--- src/rtl/multiplier_pkg.sv ---
// Shared constants for the sequential radix-2 multiplier.
package multiplier_pkg;

    localparam int WIDTH = 32;
    localparam int STEPS = 32;
    localparam int SW    = 6;

    localparam logic [SW-1:0] DONE = SW'(STEPS);
    localparam logic [SW-1:0] LAST = SW'(STEPS - 1);

endpackage

--- src/rtl/multiplier_step.sv ---
// One radix-2 iteration: add or subtract the multiplicand to the
// sign/zero-extended upper half of the partial product, one bit wider
// than an operand so the carry or sign survives the shift.
module mul_step #(
    parameter int WIDTH = multiplier_pkg::WIDTH
) (
    input  logic [WIDTH:0] h,
    input  logic [WIDTH:0] a,
    input  logic           sub,
    output logic [WIDTH:0] sum
);

    // Subtraction applies only to the top multiplier bit in signed mode,
    // where that bit carries a negative weight.
    always_comb begin
        sum = sub ? (h - a) : (h + a);
    end

endmodule

--- src/rtl/multiplier.sv ---
// Sequential shift-and-add multiplier: one multiplier bit per clock,
// 32 stall cycles per product, signed or unsigned operands.
module multiplier #(
    parameter int WIDTH = multiplier_pkg::WIDTH
) (
    input  logic               clk,
    input  logic               rst,
    input  logic               run,
    input  logic               u,
    input  logic [WIDTH-1:0]   x,
    input  logic [WIDTH-1:0]   y,
    output logic               stall,
    output logic [2*WIDTH-1:0] z
);

    import multiplier_pkg::*;

    logic [SW-1:0]      s;
    logic [2*WIDTH-1:0] p;
    logic [2*WIDTH-1:0] pCur;
    logic [2*WIDTH-1:0] pNext;
    logic [WIDTH:0]     h;
    logic [WIDTH:0]     a;
    logic [WIDTH:0]     sum;
    logic               sub;

    assign stall = run & (s != DONE);
    assign z     = p;

    // Step 0 works on freshly loaded {0, x} so that all 32 multiplier bits
    // are consumed in 32 cycles; the low half of P holds the remaining
    // multiplier bits and the high half accumulates the product.
    always_comb begin
        pCur  = (s == '0) ? {{WIDTH{1'b0}}, x} : p;
        h     = {u & pCur[2*WIDTH-1], pCur[2*WIDTH-1:WIDTH]};
        a     = pCur[0] ? {u & y[WIDTH-1], y} : '0;
        sub   = u & (s == LAST);
        pNext = p;
        if (s != DONE) begin
            pNext = {sum, pCur[WIDTH-1:1]};
        end
    end

    mul_step #(.WIDTH(WIDTH)) u_step (
        .h   (h),
        .a   (a),
        .sub (sub),
        .sum (sum)
    );

    // Step counter restarts whenever run drops and saturates at DONE;
    // P freezes at DONE so z stays stable while run remains high.
    always_ff @(posedge clk) begin
        if (rst) begin
            s <= '0;
            p <= '0;
        end else if (!run) begin
            s <= '0;
        end else begin
            p <= pNext;
            if (s != DONE) begin
                s <= s + 1'b1;
            end
        end
    end

endmodule

--- config.mk ---
export PLATFORM = sky130hd
export DESIGN_NAME = multiplier
export DESIGN_NICKNAME = d
export VERILOG_FILES = /design/src/rtl/multiplier_pkg.sv /design/src/rtl/multiplier_step.sv /design/src/rtl/multiplier.sv
export SDC_FILE = /design/constraint.sdc
export NUM_CORES = 1
export LEC_CHECK = 0
export ABC_AREA = 0
export ABC_CLOCK_PERIOD_IN_PS = 5600
export CORE_MARGIN = 5
export CORE_UTILIZATION = 40
export DETAILED_ROUTE_END_ITERATION = 10
export DONT_BUFFER_PORTS = 1
export PLACE_DENSITY_LB_ADDON = 0.05
export SYNTH_ARGS = -nofsm -noshare
export SYNTH_HDL_FRONTEND = slang
export SYNTH_SLANG_ARGS = --single-unit
--- constraint.sdc ---
create_clock -name clk -period 5.6 [get_ports clk]
set_input_delay 1.12 -clock clk [delete_from_list [all_inputs] [get_ports clk]]
set_output_delay 1.12 -clock clk [all_outputs]
set_load 0.01 [all_outputs]
### Word-level counts from Yosys, hierarchy flattened

Cells that the tools add are included.

* flip-flop bits (word level): 70
* input bits: 68
* logic and storage cells: 18
* output and inout bits: 65

* add/sub/neg operators: 3
* eq/ne operators: 2
* mux-type cells: 3
* bitwise operators: 5
* reductions and logical operators: 3

Operators with widths (count)
* $mux 33: 2
* $mux 64: 1
* $add 33x33->33: 1
* $sub 33x33->33: 1
* $add 6x1->6 const B: 1
* $eq 6x5->1 const B: 1
* $logic_not 6->1: 1
* $ne 6x6->1 const B: 1
* $and 1x1->1: 4
* $reduce_and 2->1: 1
* $reduce_or 2->1: 1
* $not 1->1: 1

### Logic depth before layout (Yosys ltp)

Gate-level depths: netlist of run 1.

* depth after elaboration: 5
* gate-level depth with buffers: 24
* depth with buffers taken out: 21

### Cells and area by module

Synthesis of run 1 repeated with hierarchy kept, for this count alone.

* cells, all modules: 1017
* area total of the unflattened synthesis: 7485.9 um^2

By module, submodules not included
* multiplier: instances 1, area each 5036.1 um^2, sequential area each 1401.3 um^2, cells each 660
* mul_step: instances 1, area each 2449.8 um^2, sequential area each 0.0 um^2, cells each 357

### Worst setup path before layout of run 1

Ideal clock, no wire load.

* path kind: register to register
* start point: reg s[0]
* end point: reg p[62], in the netlist z[62]
* slack: 0.643 ns
* period minus slack after synthesis: 4.957 ns
* arrival: 4.882 ns
* cell stages (with the launch flop): 25
* path buffers: 3
* library setup time: 0.074 ns
* required time: 5.526 ns
* cells stage by stage: dfxtp_1 > inv_1 > ha_1 > nor4b_2 > nor2b_1 > buf_4 > mux2_2 > clkbuf_1 > nand2_1 > ha_1 > o21a_1 > nand2_1 > o41ai_1 > mux2_1 > nand2_1 > ha_1 > buf_6 > a21o_1 > a31oi_1 > o21ai_0 > a221oi_1 > a21bo_1 > a311oi_1 > or3_1 > a31oi_1

* cells in the longest elaborated chain, start to end: 5
* elaborated cells between the ends (all ways): 10
* classes of those cells: add/sub (2); eq/ne (2); mux (3); bitwise (1); reduce/logical (2)

RTL lines
* start, declared: line multiplier.sv:18 `logic [SW-1:0] s;`
* start signal, assigned: line multiplier.sv:62 `s <= s + 1'b1;`
* $logic_not 6->1: line multiplier.sv:34 `pCur = (s == '0) ? {{WIDTH{1'b0}}, x} : p;`
* $mux 64: line multiplier.sv:34
* $mux 33: line multiplier.sv:36 `a = pCur[0] ? {u & y[WIDTH-1], y} : '0;`
* $add 33x33->33 or $sub 33x33->33 (tied branches): line multiplier_step.sv:16 `sum = sub ? (h - a) : (h + a);`
* $mux 33: line multiplier_step.sv:16
* end signal, assigned: line multiplier.sv:60 `p <= pNext;`
* end, declared: line multiplier.sv:19 `logic [2*WIDTH-1:0] p;`

Parallel ways exist; a longest one is shown, timed or not.
A chain may end at the register's enable or synchronous reset.

### Worst setup path after layout of run 1

* start point: reg s[0]
* end point: reg p[63], in the netlist z[63]

* cells in the longest elaborated chain, start to end: 5
* elaborated cells between the ends (all ways): 11
* classes of those cells: add/sub (2); eq/ne (2); mux (3); bitwise (2); reduce/logical (2)

RTL lines (line)
* $logic_not 6->1: multiplier.sv:34
* $mux 64: multiplier.sv:34
* $and 1x1->1 or $mux 33 (tied branches): multiplier.sv:35, multiplier.sv:36
* $add 33x33->33 or $sub 33x33->33 (tied branches): multiplier_step.sv:16
* $mux 33: multiplier_step.sv:16

Parallel ways exist; a longest one is shown, timed or not.

==> results.ini, run 1 <==
[pwr]
power_frac_comb_pct = 27.4
p_leak_nw = 2.54
p_sw_mw = 0.569
vdd_drop_max_mv = 0.142
total_power_mw = 1.71
pwr-share-clk_pct = 36.6
p_int_mw = 1.14
p_sw_share_pct = 33.2
p_seq_share_pct = 36.0
power_density_nw_per_um2 = 279

[clocking]
postCtsHoldBufs = 0
cts.path.max_buffers = 2
clock-root-buffer = clkbuf_16
cts_tree = built
clock-sinks = 70
clock_latency_ns = 0.34
clk_pin_slew_ns = 0.06
cts_buffers = 9
htree_levels = 3

[global_routing]
overflow = 0
grt_start_max_net_pins = 70
grt_pass1_vias = 5257
grt_pass1_wl_um = 27500
grt_use_total_pct = 20.6
antenna_found_initial = 0

[routing]
wl_um = 17300
drtIter0Drc = 271
wl_per_cell_um = 19.0
drcViolationCount = 0
antenna_left = 0
viasPerCell = 5.96
dr.pass1.iters = 5
vias = 5425

[finish]
finalInstanceArea_um2 = 6130
utilization_pct = 44.2
fill_cells = 1454
syn_to_final_growth_pct = 8.24
drive_gt1_share_pct = 7.12
num_antenna_cells = 0
nNetsFinal = 830

[floorplan]
ioPinCount = 133
dieWidth_um = 129
die_h_um = 129
start_util_pct = 40.8
num_rows = 43
coreArea_um2 = 13900
fp.dieArea_um2 = 16600

[critical_path]
crit_buf_inv = 2
rr_worst_depth = 21
crit_path_end_kind = register
arrival_ns = 5.56
timing.rr.start = s[0]
crit_chain = inv_1 > ha_1 > nor4b_2 > nor2b_4 > mux2_2 > nand2_1 > ha_1 > buf_4 > o21ai_1 > nand2_1 > nand2_1 > o211ai_1 > ha_1 > and3_2 > a22oi_1 > a211oi_2 > o2111ai_1 > a211o_1 > a31o_1 > a2111o_1 > o211ai_2
worstPathRequired_ns = 5.86
rrSetupSlack_ns = 0.30
critical_path_class = reg2reg
critPathSlowestCell = ha_1
critPathMaxFanout = 7
cp_top_family = compound AO/OA/AOI/OAI gates
worst_setup_path_start_kind = register
cpPeakStageDelay_ns = 0.42
rr_endpoint = z[63]

[logic_synthesis]
synthArstFlopShare_pct = 0
yosysWarnings = 0
synthTopCellsByArea = dfxtp_1, ha_1, nand2_1, a21oi_1, mux2i_1
synthesis.area_um2 = 5670
ys_types = 74
syn-num-nets = 846
yosysSeqAreaShare_pct = 24.7
avgSynthCellArea_um2 = 7.64
synth-edff-count = 0
yosys_register_bits = 70
yosysTopAreaCell = dfxtp_1
netlist.area_leader.share_pct = 24.7
syn-instance-count = 742
ys.flop_type = dfxtp_1

[sta]
fin_tns_setup_ns = 0
max_slew.worst_pin.slew_ns = 0.939
max_freq_mhz = 189
finalSetupViolCount = 0
rsz0062_at_grt = no
finalCritPeriodShare_pct = 94.6
hold_violations = 0
drv_slew = 0
skew_ns = 0.00548
setup_ws_ns = 0.300
period_needed_ns = 5.30
slew_headroom_pct = 37.4

[place]
place_area_um2 = 5790
numPortBuffers = 0
gp_congestion = 0.961
dp_hpwl_um = 12900
pre_cts_ws_ns = 0.344

[min_path]
hold_path_end = z[38]
hp-start = z[38]
hold-path-cell-count = 2
hp-class = reg2reg

[flow_run]
drv_cap = 0

[run_status]
outcome = finished, final reports clean

[tightest hold or removal path: cells and delay by family, from the launching register on]
family | cells | cell delay, ns
AOI/OAI and AO/OA | 1 | 0.05
DFF | 1 | 0.35
and+or+nand+nor | 1 | 0.07
[sequential cells by signal (all words and copies together), names as in the netlist]
name  cells
z        64
s         6
[routing by layer]
layer | vias to the layer above | share of wire (%) | GRT usage (%)
met3 | 27 | 8.6 | 5.44
met4 | 0 | 2.0 | 7.60
met1 | 2501 | 48 | 28.8
met2 | 217 | 42 | 30.5
li1 | 2680 | - | -
met5 | - | 0 | 0
[timing repair]
item                                    CTS  global route
gates resized for setup                   0             1
setup buffers                             0             2
endpoints found under the setup margin    0             1
[worst max path at each step]
stage	startpoint	endpoint	slack, ns	cells past startpoint
floorplan	s[0]	z[62]	0.64	24
global placement	y[5]	z[59]	0.42	15
detailed placement	y[5]	z[59]	0.34	15
CTS	s[0]	z[63]	0.33	21
global route	s[0]	z[62]	0.007	21
finish	s[0]	z[63]	0.30	21
[cells in the final DEF (no fill, tap or decap), types with 3 or more instances in the layout]
| cell type | count |
|---|---|
| nor2_1 | 67 |
| inv_1 | 21 |
| nor2b_1 | 32 |
| a21o_2 | 3 |
| xnor2_1 | 24 |
| a21o_1 | 11 |
| or3_1 | 9 |
| nand3_1 | 23 |
| clkbuf_16 | 9 |
| nand3b_1 | 4 |
| nand2b_1 | 5 |
| a21oi_1 | 65 |
| mux2i_1 | 31 |
| a21boi_0 | 3 |
| and3_1 | 4 |
| xor2_1 | 15 |
| a31oi_1 | 8 |
| o21ai_0 | 22 |
| a211o_1 | 5 |
| buf_4 | 13 |
| a211oi_1 | 34 |
| o21a_1 | 9 |
| o2111ai_1 | 8 |
| nor4_1 | 8 |
| ha_1 | 35 |
| nor3_1 | 19 |
| and2_2 | 3 |
| o211ai_1 | 8 |
| and2_1 | 3 |
| nand4_1 | 6 |
| o31ai_1 | 4 |
| nand2_1 | 92 |
| dfxtp_1 | 70 |
| o41ai_1 | 4 |
| a221oi_1 | 3 |
[power by group through the flow]
| stage | logic [mW] | registers (mW) | clock network [mW] |
|---|---|---|---|
| finish | 0.470 | 0.616 | 0.627 |
| global route | 0.526 | 0.624 | 0.662 |
| CTS | 0.468 | 0.618 | 0.642 |
| detailed placement | 0.464 | 0.629 | 0 |
| global placement | 0.459 | 0.628 | 0 |
| floorplan | 0.379 | 0.609 | 0 |
[layout make-up]
cell class	count	area [µm²]	area share [%]
repair buffers	13	97.6	1.59
clock buffers	10	239	3.90
well taps	180	225	3.67
clock inverters	5	82.6	1.35
inverters	22	82.6	1.35
flip-flops and latches	70	1400	22.9
multi-input cells	610	4000	65.3
[synth_stat cells, types with 11 or more instances]
master     n
nand2_1   92
dfxtp_1   70
nor2_1    67
a21oi_1   65
a211oi_1  35
ha_1      35
nor2b_1   33
mux2i_1   31
clkbuf_1  27
xnor2_1   24
nand3_1   23
o21ai_0   22
inv_1     21
nor3_1    20
xor2_1    15
a21o_1    11
[kinds of logic after synthesis]
kind of cell	after synthesis	synth area share [%]
AND/OR/NAND/NOR	287	24.3
AO/OA/AOI/OAI	213	25.5
flip-flops	70	24.7
buffers and inverters	62	4.90
XOR/XNOR	39	6.03
adder cells (fa/ha/maj)	36	8.08
multiplexers	35	6.47
[per-stage QoR]
| step | hold slack (ns) | instances |
|---|---|---|
| 3_3_place_gp | 0.494 | 893 |
| 3_5_place_dp | 0.501 | 893 |
| 4_1_cts | 0.508 | 908 |
| 6_report | 0.505 | 910 |
| 2_1_floorplan | 0.484 | 742 |
| 5_1_grt | 0.522 | 910 |
Note: power is estimated with default switching activity, not from simulation.
==> inputs of run 2 (changes only) <==
--- a/config.mk
+++ b/config.mk
@@ -7,7 +7,7 @@
 export LEC_CHECK = 0
 export ABC_AREA = 0
 export ABC_CLOCK_PERIOD_IN_PS = 5600
-export CORE_MARGIN = 5
+export CORE_MARGIN = 3
 export CORE_UTILIZATION = 40
 export DETAILED_ROUTE_END_ITERATION = 10
 export DONT_BUFFER_PORTS = 1
==> results.ini, run 2 (same netlist as run 1, synthesis figures left out) <==
[finish]
layout_common_cells = nand2_1, dfxtp_1, nor2_1
multi_input_area_um2 = 4010  ; about the same
final_cell_count_no_fill = 902  ; -0.88%
utilization_pct = 44.8  ; +0.62 points
nNetsFinal = 825  ; -0.60%
final_common_cell = nand2_1
syn_to_final_growth_pct = 7.20
fill_cells = 1368  ; -5.9%
largest_reg_flops = 64  ; unchanged
ff_latch_area_um2 = 1400  ; unchanged
num_antenna_cells = 0  ; unchanged
drive_gt1_share_pct = 6.61  ; -0.51 points

[sta]
skew_ns = 0.00731  ; +0.00183 ns
fin_tns_setup_ns = 0  ; unchanged
hold_violations = 0  ; unchanged
max_freq_mhz = 189  ; +0.25%
finalSetupViolCount = 0  ; unchanged
max_slew.worst_pin.slew_ns = 0.914  ; -0.0253 ns
period_needed_ns = 5.29  ; -0.0130 ns
drv_slew = 0  ; unchanged
slew_headroom_pct = 39.1  ; +1.7 points
finalCritPeriodShare_pct = 94.4  ; -0.23 points
rsz0062_at_grt = no

[critical_path]
cpPeakStageDelay_ns = 0.42  ; about the same
crit_chain = inv_1 > ha_1 > nor4b_2 > nor2b_4 > mux2_2 > nand2_1 > ha_1 > o21a_1 > nand2_1 > o31ai_1 > o211ai_1 > ha_1 > and2_2 > nand3_1 > a211oi_2 > o2111ai_1 > a211o_1 > a31o_1 > a2111o_1 > o211ai_2
crit_path_end_kind = register
worst_setup_path_start_kind = register
worstPathRequired_ns = 5.87  ; about the same
critPathSlowestCell = a2111o_1
crit_buf_inv = 1  ; -1
critPathMaxFanout = 6  ; -1
arrival_ns = 5.56  ; about the same
critical_path_class = reg2reg
path_common_cell = ha_1
cp_top_family = compound AO/OA/AOI/OAI gates

[routing]
antenna_left = 0  ; unchanged
wl_um = 16900  ; -2.2%
dr.pass1.iters = 5  ; unchanged
drtIter0Drc = 268  ; -1.1%
wl_per_cell_um = 18.8  ; -1.3%
vias = 5416  ; -0.17%
drcViolationCount = 0  ; unchanged
viasPerCell = 6.00  ; +0.72%

[global_routing]
overflow = 0  ; unchanged
grt_start_max_net_pins = 84  ; +20%
use_met3_pct = 7.42  ; +2.0 points
grt_pass1_wl_um = 27000  ; -1.8%
grt_use_total_pct = 20.8  ; +0.21 points
grt_busiest_layer = met2
use_met1_pct = 27.8  ; -0.93 points
antenna_found_initial = 0  ; unchanged
grt_use_met2_pct = 31.5  ; +1.1 points
grt_pass1_vias = 5125  ; -2.5%

[pwr]
p_leak_nw = 2.50  ; -1.6%
power_density_nw_per_um2 = 275  ; -1.6%
vdd_drop_max_mv = 0.211  ; +49%

[place]
gp_congestion = 0.891  ; -7.3%
numPortBuffers = 0  ; unchanged
dp_hpwl_um = 12600  ; -2.4%
place_inst = 886  ; -0.78%

[clocking]
clock-root-buffer = clkbuf_16
clk_pin_slew_ns = 0.06  ; about the same
cts_tree = built
postCtsHoldBufs = 0  ; unchanged
clock-sinks = 70  ; unchanged
htree_levels = 3  ; unchanged
clock_latency_ns = 0.34  ; about the same
cts.path.max_buffers = 2  ; unchanged
cts_buffers = 9  ; unchanged

[floorplan]
coreArea_um2 = 13600  ; -2.3%
fp.dieArea_um2 = 15600  ; -6.1%
ioPinCount = 133  ; unchanged
dieWidth_um = 125  ; -3.1%
die_h_um = 125  ; -3.1%
num_rows = 42  ; -2.3%
start_util_pct = 41.8  ; +0.97 points

[min_path]
hp-class = reg2reg

[run_status]
outcome = finished, final reports clean

[flow_run]
drv_cap = 0  ; unchanged

## run 2: changes by cell type in the layout (fill, tap and decap cells not counted), sizes merged
cell,previous run,this run
clkinv,2,0
buf,13,8
inv,23,25
clkbuf,10,9
clkinvlp,0,3
bufinv,2,1
## run 2: worst paths after layout
| kind | to | start | slack, ns | cells past startpoint |
|---|---|---|---|---|
| hold / removal | z[47] | z[47] | 0.51 | 2 |
| setup / recovery | z[63] | s[0] | 0.31 | 20 |
| setup reg to reg | z[63] | s[0] | 0.31 | 20 |
| hold reg to reg | z[47] | z[47] | 0.51 | 2 |
## run 2: layer usage
metal | up-vias | wire length (µm)
li1 | 2670 | -
met1 | 2493 | 7790
met2 | 232 | 7130
met3 | 21 | 1650
met4 | 0 | 359
met5 | - | 0
## run 2: final cells by class
type	instances	share of cell area, %
clock inverters	7	1.30
inverters	22	1.36
multi-input cells	610	65.9
well taps	176	3.63
repair buffers	8	0.989
flip-flops and latches	70	23.1
clock buffers	9	3.71
## run 2: power by group
| group | internal (mW) | switching [mW] |
|---|---|---|
| sequential | 0.546 | 0.0705 |
| combinational | 0.192 | 0.270 |
| clock | 0.349 | 0.241 |
## run 2: repair_timing
item	4_1_cts	5_1_grt
setup endpoints to repair	0	1
gates resized for setup	0	1
buffers inserted	0	0
## run 2: worst min-delay path, delay by kind of cell, from the launching register on
kind,cells,cell delay [ns]
flops,1,0.35
simple gates,1,0.07
compound gates,1,0.05
## run 2: through the flow
| step | cell area [µm²] | setup slack (ns) | total power, mW | hold slack [ns] |
|---|---|---|---|---|
| after CTS | 6070 | 0.221 | 1.69 | 0.512 |
| final | 6070 | 0.313 | 1.67 | 0.511 |
| after detailed placement | 5760 | 0.250 | 1.09 | 0.502 |
| after global routing | 6070 | 0.00702 | 1.77 | 0.535 |
| after global placement | 5760 | 0.301 | 1.08 | 0.494 |
| after floorplan | 5670 | 0.643 | 0.987 | 0.484 |
==> inputs of run 3 (changes only) <==
--- a/config.mk
+++ b/config.mk
@@ -6,7 +6,7 @@
 export NUM_CORES = 1
 export LEC_CHECK = 0
 export ABC_AREA = 0
-export ABC_CLOCK_PERIOD_IN_PS = 5600
+export ABC_CLOCK_PERIOD_IN_PS = 4900
 export CORE_MARGIN = 3
 export CORE_UTILIZATION = 40
 export DETAILED_ROUTE_END_ITERATION = 10
==> constraint.sdc (replaced) <==
create_clock -name clk -period 4.9 [get_ports clk]
set_input_delay 0.98 -clock clk [delete_from_list [all_inputs] [get_ports clk]]
set_output_delay 0.98 -clock clk [all_outputs]
set_load 0.01 [all_outputs]
==> results.ini, run 3 (same netlist as run 1, synthesis figures left out) <==
[critical_path]
worstPathRequired_ns = 5.11  ; -0.76 ns
worst_setup_path_start_kind = register
rr_worst_depth = 21  ; +5.0%
critical_path_class = reg2reg
arrival_ns = 4.83  ; -0.73 ns
rrSetupSlack_ns = 0.28  ; -0.03 ns
crit_path_end_kind = register
critPathMaxFanout = 5  ; -1

[floorplan]
ioPinCount = 133  ; unchanged
coreArea_um2 = 13600  ; unchanged
start_util_pct = 41.8  ; unchanged
fp.dieArea_um2 = 15600  ; unchanged
dieWidth_um = 125  ; unchanged
num_rows = 42  ; unchanged
die_h_um = 125  ; unchanged

[global_routing]
use_met3_pct = 4.90  ; -2.5 points
use_met1_pct = 29.2  ; +1.3 points
grt_pass1_wl_um = 27500  ; +2.0%
grt_use_met2_pct = 34.1  ; +2.6 points
antenna_found_initial = 0  ; unchanged
grt_start_max_net_pins = 66  ; -21%
grt_pass1_vias = 5129  ; +0.078%
overflow = 0  ; unchanged
grt_use_total_pct = 21.5  ; +0.66 points
grt_busiest_layer = met2

[finish]
layout_common_cells = nand2_1, dfxtp_1, nor2_1
nNetsFinal = 854  ; +3.5%
final_cell_count_no_fill = 930  ; +3.1%
syn_to_final_growth_pct = 12.8
num_antenna_cells = 0  ; unchanged
utilization_pct = 47.1  ; +2.3 points
largest_reg_flops = 64  ; unchanged
drive_gt1_share_pct = 12.2  ; +5.6 points
fill_cells = 1368  ; unchanged
finalInstanceArea_um2 = 6390  ; +5.2%
final_common_cell = nand2_1

[pwr]
power_density_nw_per_um2 = 310  ; +13%
vdd_drop_max_mv = 0.155  ; -27%
power_frac_comb_pct = 28.5  ; +0.8 points
p_sw_share_pct = 33.5  ; -1.4 points
pwr-share-clk_pct = 36.1  ; +0.7 points
total_power_mw = 1.98  ; +18%
p_leak_nw = 2.68  ; +7.1%
p_sw_mw = 0.662  ; +14%
p_seq_share_pct = 35.4  ; -1.5 points
p_int_mw = 1.32  ; +21%

[clocking]
htree_levels = 3  ; unchanged
clock-sinks = 70  ; unchanged
clk_pin_slew_ns = 0.06  ; about the same
postCtsHoldBufs = 0  ; unchanged
clock-root-buffer = clkbuf_16
cts_buffers = 9  ; unchanged
clock_latency_ns = 0.34  ; about the same
cts.path.max_buffers = 2  ; unchanged
cts_tree = built

[sta]
finalCritPeriodShare_pct = 94.2  ; -0.20 points
period_needed_ns = 4.62  ; -0.671 ns
max_slew.worst_pin.slew_ns = 0.732  ; -0.182 ns
fin_tns_setup_ns = 0  ; unchanged
hold_violations = 0  ; unchanged
skew_ns = 0.0120  ; +0.00473 ns
whs_ns = 0.506  ; -0.00524 ns
finalSetupViolCount = 0  ; unchanged
max_freq_mhz = 217  ; +15%
slew_headroom_pct = 51.1  ; +12 points
setup_ws_ns = 0.284  ; -0.0292 ns
drv_slew = 0  ; unchanged

[min_path]
hold-path-cell-count = 2  ; unchanged
hp-class = reg2reg

[routing]
wl_per_cell_um = 18.7  ; -0.27%
viasPerCell = 5.80  ; -3.4%
dr.pass1.iters = 5  ; unchanged
vias = 5395  ; -0.39%
drcViolationCount = 0  ; unchanged
wl_um = 17400  ; +2.8%
antenna_left = 0  ; unchanged
drtIter0Drc = 283  ; +5.6%

[place]
numPortBuffers = 0  ; unchanged
pre_cts_ws_ns = 0.00903  ; -0.241 ns
dp_hpwl_um = 12900  ; +2.4%
place_area_um2 = 5960  ; +3.4%
place_inst = 911  ; +2.8%
gp_congestion = 0.896  ; +0.48%

[run_status]
outcome = finished, final reports clean

[flow_run]
drv_cap = 0  ; unchanged

==> run 3: cell count changes in the layout (fill, tap and decap cells not counted), moves of 2 or more <==
| cell | before | now |
|---|---|---|
| dfxtp_2 | 0 | 2 |
| nand2_2 | 0 | 3 |
| clkinv_2 | 0 | 2 |
| buf_4 | 8 | 36 |
| ha_1 | 35 | 32 |
| clkinvlp_4 | 3 | 0 |
| clkinv_4 | 0 | 2 |
| nand2_1 | 92 | 89 |
| dfxtp_1 | 70 | 68 |
| inv_6 | 3 | 0 |
| ha_4 | 0 | 2 |
==> run 3: worst max-delay path, cell delays in order (launching register included) <==
cell and delay, ns:
dfxtp_2 0.34, inv_1 0.07, ha_1 0.14, nor4b_4 0.22, nor2b_4 0.21, mux2_4 0.34, nand2_1 0.10, ha_2 0.19
o21a_1 0.15, nand2_2 0.09, o41ai_2 0.37, mux2_1 0.37, nand2_2 0.09, ha_4 0.21, a21o_1 0.18, a31oi_1 0.17
o21ai_1 0.11, a221oi_2 0.39, a21oi_1 0.14, o21a_1 0.19, o31ai_1 0.32, a21oi_1 0.11
==> run 3: path summary, 6_finish.rpt <==
path,from,end
setup / recovery,s[1],z[58]
hold / removal,z[48],z[48]
setup reg to reg,s[1],z[58]
hold reg to reg,z[48],z[48]
==> run 3: power by group through the flow <==
stage	registers (mW)	logic (mW)	clock network, mW
detailed placement	0.715	0.545	0
CTS	0.702	0.550	0.727
global placement	0.712	0.543	0
finish	0.701	0.564	0.714
floorplan	0.695	0.434	0
global route	0.709	0.631	0.754
==> run 3: routing by layer <==
| layer | up-vias | share of wire, % |
|---|---|---|
| met4 | 0 | 1.4 |
| met5 | - | 0 |
| met3 | 16 | 5.5 |
| met1 | 2532 | 47 |
| met2 | 129 | 46 |
| li1 | 2718 | - |
==> run 3: final cells by class <==
cell class / count / area [µm²] / area share (%)
clock buffers: 9 / 225 / 3.52
clock inverters: 6 / 87.6 / 1.37
inverters: 22 / 82.6 / 1.29
multi-input cells: 610 / 4090 / 64.0
flip-flops and latches: 70 / 1400 / 22.0
well taps: 176 / 220 / 3.45
repair buffers: 37 / 282 / 4.40
==> run 3: timing repair <==
item | 4_1_cts | 5_1_grt
setup buffers | 0 | 4
setup endpoints to repair | 1 | 13
pin swaps | 0 | 5
hold endpoints to repair | 0 | 0
resized for setup | 1 | 19
